[config.mk]
export PLATFORM = sky130hd
export DESIGN_NAME = muldiv_unit
export DESIGN_NICKNAME = d
export VERILOG_FILES = /design/src/rtl/muldiv_unit.sv
export SDC_FILE = /design/constraint.sdc
export NUM_CORES = 1
export LEC_CHECK = 0
export CAP_MARGIN = 10
export CORE_MARGIN = 2
export CORE_UTILIZATION = 44
export CTS_BUF_LIST = sky130_fd_sc_hd__clkbuf_2 sky130_fd_sc_hd__clkbuf_4 sky130_fd_sc_hd__clkbuf_8
export CTS_CLUSTER_DIAMETER = 50
export CTS_CLUSTER_SIZE = 12
export DETAILED_ROUTE_END_ITERATION = 12
export MAX_ROUTING_LAYER = met4
export PLACE_DENSITY = 0.65
export SLEW_MARGIN = 20
export SYNTH_ARGS = -nofsm -noshare
export SYNTH_HDL_FRONTEND = slang
export SYNTH_SLANG_ARGS = --single-unit
[constraint.sdc]
create_clock -name clk -period 3.6 [get_ports clk]
set_input_delay 0.36 -clock clk [delete_from_list [all_inputs] [get_ports clk]]
set_output_delay 0.36 -clock clk [all_outputs]
set_load 0.01 [all_outputs]
[src/rtl/muldiv_unit.sv]
// Iterative 32-bit MULT/MULTU/DIV/DIVU unit: 1 prep cycle, 32 shift-add or
// restoring-divide iterations, and 1 sign-fix cycle.
module muldiv_unit (
  input  logic        clk,
  input  logic        rst,
  input  logic        mul_start,
  input  logic        mulu_start,
  input  logic        div_start,
  input  logic        divu_start,
  input  logic [31:0] a,
  input  logic [31:0] b,
  output logic        busy,
  output logic        done,
  output logic [31:0] hi,
  output logic [31:0] lo
);

  // state | meaning
  // IDLE  | waiting for a start pulse; hi/lo hold the last result
  // PREP  | take operand magnitudes, clear accumulator and counter
  // RUN   | 32 iterations, one multiplier/quotient bit per cycle
  // FIX   | sign correction, write hi/lo, pulse done
  typedef enum logic [1:0] {IDLE, PREP, RUN, FIX} state_t;

  state_t      state_q, state_d;
  logic [31:0] a_q, a_d, b_q, b_d;
  logic [31:0] opa_q, opa_d, opb_q, opb_d;
  logic [31:0] hi_q, hi_d, lo_q, lo_d;
  logic [63:0] acc_q, acc_d;
  logic [4:0]  cnt_q, cnt_d;
  logic        is_div_q, is_div_d, sgn_q, sgn_d, done_q, done_d;

  logic        a_neg, b_neg;
  logic [32:0] add_sum, rem_sh, trial;
  logic [63:0] prod_fix;
  logic [31:0] quo_fix, rem_fix;

  always_comb begin
    a_neg    = sgn_q & a_q[31];
    b_neg    = sgn_q & b_q[31];
    add_sum  = {1'b0, acc_q[63:32]} + (opb_q[0] ? {1'b0, opa_q} : 33'd0);
    // Dividend bits are fed in MSB first from opa_q; bit 32 of trial is the borrow.
    rem_sh   = {acc_q[63:32], opa_q[31]};
    trial    = rem_sh - {1'b0, opb_q};
    prod_fix = (a_neg ^ b_neg) ? -acc_q : acc_q;
    quo_fix  = (a_neg ^ b_neg) ? -acc_q[31:0] : acc_q[31:0];
    rem_fix  = a_neg ? -acc_q[63:32] : acc_q[63:32];

    state_d  = state_q;
    a_d      = a_q;
    b_d      = b_q;
    opa_d    = opa_q;
    opb_d    = opb_q;
    hi_d     = hi_q;
    lo_d     = lo_q;
    acc_d    = acc_q;
    cnt_d    = cnt_q;
    is_div_d = is_div_q;
    sgn_d    = sgn_q;
    done_d   = 1'b0;

    case (state_q)
      IDLE: begin
        if (div_start | divu_start | mul_start | mulu_start) begin
          a_d     = a;
          b_d     = b;
          state_d = PREP;
          if (div_start) begin
            is_div_d = 1'b1;
            sgn_d    = 1'b1;
          end else if (divu_start) begin
            is_div_d = 1'b1;
            sgn_d    = 1'b0;
          end else if (mul_start) begin
            is_div_d = 1'b0;
            sgn_d    = 1'b1;
          end else begin
            is_div_d = 1'b0;
            sgn_d    = 1'b0;
          end
        end
      end
      PREP: begin
        opa_d   = a_neg ? -a_q : a_q;
        opb_d   = b_neg ? -b_q : b_q;
        acc_d   = 64'd0;
        cnt_d   = 5'd0;
        state_d = RUN;
      end
      RUN: begin
        if (is_div_q) begin
          acc_d = trial[32] ? {rem_sh[31:0], acc_q[30:0], 1'b0}
                            : {trial[31:0],  acc_q[30:0], 1'b1};
          opa_d = opa_q << 1;
        end else begin
          acc_d = {add_sum, acc_q[31:1]};
          opb_d = opb_q >> 1;
        end
        cnt_d = cnt_q + 5'd1;
        if (cnt_q == 5'd31) state_d = FIX;
      end
      FIX: begin
        if (is_div_q) begin
          if (b_q == 32'd0) begin
            lo_d = 32'hFFFF_FFFF;
            hi_d = a_q;
          end else begin
            lo_d = quo_fix;
            hi_d = rem_fix;
          end
        end else begin
          {hi_d, lo_d} = prod_fix;
        end
        done_d  = 1'b1;
        state_d = IDLE;
      end
      default: state_d = IDLE;
    endcase
  end

  always_ff @(posedge clk) begin
    if (rst) begin
      state_q  <= IDLE;
      a_q      <= 32'd0;
      b_q      <= 32'd0;
      opa_q    <= 32'd0;
      opb_q    <= 32'd0;
      hi_q     <= 32'd0;
      lo_q     <= 32'd0;
      acc_q    <= 64'd0;
      cnt_q    <= 5'd0;
      is_div_q <= 1'b0;
      sgn_q    <= 1'b0;
      done_q   <= 1'b0;
    end else begin
      state_q  <= state_d;
      a_q      <= a_d;
      b_q      <= b_d;
      opa_q    <= opa_d;
      opb_q    <= opb_d;
      hi_q     <= hi_d;
      lo_q     <= lo_d;
      acc_q    <= acc_d;
      cnt_q    <= cnt_d;
      is_div_q <= is_div_d;
      sgn_q    <= sgn_d;
      done_q   <= done_d;
    end
  end

  assign busy = (state_q != IDLE);
  assign done = done_q;
  assign hi   = hi_q;
  assign lo   = lo_q;

endmodule

==> impl_summary.md <==
Logic synthesis
The commonest register cell after synthesis is sky130_fd_sc_hd__dfxtp_1. Sequential cells were found to cover 29.8% of the synthesized design area. After synthesis, the largest area contributor takes up 29.8% of total cell area.

The post-synthesis cell type with the largest combined area is sky130_fd_sc_hd__dfxtp_1. Counting flops and latches in the post-synthesis netlist gives roughly 270. The async set or reset register ratio after synthesis is 0%. Yosys mapped a number of flops with a built-in enable equal to 0. Sorting the synthesized cells by area gives the leading types as sky130_fd_sc_hd__dfxtp_1 30%, sky130_fd_sc_hd__a21oi_1 7.9%, sky130_fd_sc_hd__nor2_1 7.3%, sky130_fd_sc_hd__nand2_1 5.7%, sky130_fd_sc_hd__xnor2_1 5.3%. The net count of the mapped netlist is about 2600. The average cell area after synthesis is about 7.4 um2. Counting distinct cell types in the post-synthesis netlist gives 74. The cell count after synthesis came out at about 2400. The cell area that synthesis handed to floorplanning was ~18000 um2. The count of yosys warnings during synthesis is 0.

Timing
Final hold analysis gives a worst-case slack of about 0.081 ns. The final-report max-slew violation count is 0. The number of setup violations in the final report is 0.

Of the available clock period, the critical path in the final layout requires 95.6%. The clock arrives with approximately 0.044 ns of skew. Setup repair after global routing left no endpoint under its margin. The maximum clock rate is 291 MHz. The number of failing hold endpoints at the final stage was 0.

For the pin with the worst max-slew slack, the measured transition is ~0.91 ns. The clock period minus final worst setup slack is about 3.4 ns. The worst pin sits at a relative slew slack of between 30% and 40%.

Finish
The area growth from synthesis to layout is 16.4%. The final antenna diode count is 0. The number of nets at the end of the flow is around 2700. The core utilization of the finished layout is between 50% and 60%. The top cell types in the final layout, fill and taps aside, are 343 x sky130_fd_sc_hd__nor2_1, 283 x sky130_fd_sc_hd__a21oi_1, 270 x sky130_fd_sc_hd__nand2_1. The layout has between 3000 and 4000 filler cells. Across the whole layout, storage elements account for 5330 um2. The multi-input gate area in the final layout is ~12000 um2. With fillers left out, the area of the finished cells amounts to roughly 21000 um2. Of the cells placed in the final design, the portion with a size suffix greater than 1 is under 10%. Leaving out fill and tap cells, the most frequent cell in the layout is sky130_fd_sc_hd__nor2_1.

Worst hold path
The worst hold path passes through 2 cells. In this run the worst hold path is classified as primary input to flip-flop. The startpoint of the lowest-slack hold path is rst. For hold timing, the worst endpoint is acc_q[10].

Power
The maximum VDD drop is ~700 uV. The leakage component of the power is roughly 0.008 uW. For this design the total switching power over the nets is between 6000 and 7000 uW.

The relative contribution of sequential cells to total power is 31.2%. The proportion of total power due to net switching is between 40% and 50%. Combinational logic burns 50.8% of the power. The internal power summed over all cells is 7620 uW. The power consumption is 13800 uW. The fraction of power consumed by the clock network is between 15 and 20%. In this run the power density over the cells is between 600 and 700 nW/um2.

Setup path
The register-to-register setup slack is 0.16 ns. The required time of the critical path is 4.11 ns. Walking the worst path, the cells encountered are inv_1 > ha_1 > fa_1 > nand2b_1 > a21o_1 > a21o_1 > o21ai_0 > nand3_1 > o41a_1 > xnor2_4 > buf_12 > a211oi_1 > a221o_1.

The signal arrival time at the worst endpoint is between 3 and 4 ns. The endpoint identified for the worst register-to-register timing path is acc_q[33]. The cell family with the largest share of critical-path delay is compound AO/OA/AOI/OAI gates.

The worst setup path is launched from a flip-flop. The worst register-to-register path has a depth of 13. The cell that appears most often on the critical path is sky130_fd_sc_hd__a21o_1.

The source of the worst register-to-register timing path is opa_q[31]. The sort of element at the end of the critical path is a flip-flop. In this run the worst path has a maximum fanout of 22. The largest incremental delay on the critical path is just over 0.4 ns. The count of buffering cells on the critical path with inverters included is 2.

The slowest stage of the critical path is the sky130_fd_sc_hd__o41a_1 cell. The critical path in this run is classified as flip-flop to flip-flop. The origin of the worst setup path is opa_q[31].

Route
The average detailed-routed wire length per instance is between 20 and 25 um. The total routed wirelength is slightly above 60000 um. Using the TritonRoute via totals, the vias-per-cell ratio works out to a little under 6.

For this run, the detailed router's first-pass iteration total came to 5. The violation count after the first detailed-route iteration is approximately 1700. The remaining antenna violation count is 0.

The number of remaining DRC errors is 0. The count of vias placed by the detailed router is 18000.

GRT
The overall fraction of global-route tracks in use is between 20% and 30%. The via count of the first global-routing pass was 16500. The initial antenna violation count was 1. Entering global routing, the biggest net connects 131 pins. For this run the aggregate overflow at the end of global routing stands at 0. The wire length of the first global-routing pass is ~95000 um.

Die
The number of top-level pins is 136. The count of standard-cell rows is 73. The floorplan step set the die height to approximately 200 um. The width of the die is between 200 and 250 um. The starting density of the core is 44.8%. The floorplan step defined a core boundary enclosing 39900 um2. The full die area is 42200 um2.

Place
The half-perimeter wire length after placement is between 40000 and 50000 um. In this run the cell area measured after placement is 20000 um2. The count of buffers added on input and output ports is roughly 140. At the end of routability-driven placement, the weighted congestion stood at 1.01.

Clock tree
Counting the buffers created by CTS gives 31. The clock root buffer master is sky130_fd_sc_hd__clkbuf_8. The total clock sinks is between 200 and 300.

The number of buffers added to fix hold violations after cts is 0. The clock-pin slew reported for the worst setup and hold paths after clock tree synthesis is ~0.08 ns. The maximum buffer depth of the clock tree is 3. CTS built an H-tree with a depth of 1.

TritonCTS built the clock tree. The clock latency on the worst-skew pair is roughly 0.66 ns.

Status
The flow ran to the end, and the final reports show no timing, DRC or antenna violations.

Flow run
The reported max-cap violation count is 0.
==> state kept, by name, summed over array words and instances (netlist names) <==
register / flops
opa_q: 32
cnt_q: 5
done: 1
a_q: 32
lo: 32
sgn_q: 1
hi: 32
opb_q: 32
state_q: 2
is_div_q: 1
acc_q: 64
b_q: 32
==> power groups by stage <==
| stage | registers, uW | logic, uW | clock network, uW |
|---|---|---|---|
| floorplan | 3970 | 4700 | 0 |
| global placement | 4310 | 6610 | 0 |
| detailed placement | 4330 | 6700 | 0 |
| CTS | 4270 | 6730 | 2510 |
| global route | 4370 | 7610 | 2630 |
| finish | 4300 | 7010 | 2480 |
==> how the worst max path moves through the flow <==
stage,endpoint,slack [ns],depth (start not counted)
after detailed placement,acc_q[60],-0.02,12
after global placement,acc_q[60],0.009,12
after global routing,acc_q[59],0.006,14
after CTS,acc_q[59],0.11,14
final,acc_q[33],0.16,13
after floorplan,acc_q[48],0.22,14
==> Yosys cell counts (21+ instances only) <==
cell / instances
sky130_fd_sc_hd__a2111oi_0: 37
sky130_fd_sc_hd__a211oi_1: 53
sky130_fd_sc_hd__a21o_1: 31
sky130_fd_sc_hd__a21oi_1: 283
sky130_fd_sc_hd__a22oi_1: 21
sky130_fd_sc_hd__and2_1: 41
sky130_fd_sc_hd__clkbuf_1: 163
sky130_fd_sc_hd__dfxtp_1: 266
sky130_fd_sc_hd__ha_1: 76
sky130_fd_sc_hd__inv_1: 75
sky130_fd_sc_hd__mux2i_1: 57
sky130_fd_sc_hd__nand2_1: 270
sky130_fd_sc_hd__nand2b_1: 24
sky130_fd_sc_hd__nor2_1: 347
sky130_fd_sc_hd__nor3_1: 38
sky130_fd_sc_hd__nor4_1: 21
sky130_fd_sc_hd__o21ai_0: 119
sky130_fd_sc_hd__o31ai_1: 23
sky130_fd_sc_hd__xnor2_1: 109
sky130_fd_sc_hd__xor2_1: 88
==> metal layers <==
metal	GRT usage, %	vias to the layer above	part of all wire (%)
met1	40.2	8491	45
met4	8.58	0	3.3
met2	44.0	723	43
met5	-	-	0
met3	6.30	120	8.6
li1	-	8667	-
==> final cells by class <==
class                      instances  area share (%)
timing repair buffer             236            10.5
multi-input combinational       1891            55.9
sequential                       266            25.6
clock inverter                    13            1.03
tap                              525            3.16
inverter                          76            1.37
clock buffer                      39            2.37
==> cells by family (layout without fill, tap and decap cells) <==
kind of cell               after synthesis  count (layout)  share of synthesized area, %
muxes                                   60              60                          3.38
AOI/OAI and AO/OA                      700             700                          24.5
xor gates and xnor gates               197             197                          9.66
adders and majority gates               78              78                          5.55
DFF                                    266             266                          29.8
and+or+nand+nor                        856             856                          21.7
buffers and inverters                  254             364                          5.39
==> repair_timing <==
action	4_1_cts	5_1_grt
gates cloned	0	1
pin swaps	0	3
setup endpoints to repair	3	13
gates resized for setup	1	7
setup buffers	0	3
==> stage by stage <==
stage | cells | TNS [ns] | worst slack [ns]
after global routing | 3046 | 0 | 0.00552
after floorplan | 2411 | 0 | 0.224
final | 3046 | 0 | 0.158
after global placement | 2990 | 0 | 0.00903
after detailed placement | 2990 | -0.0344 | -0.0245
after CTS | 3042 | 0 | 0.106
(Power assumes the default switching activity.)
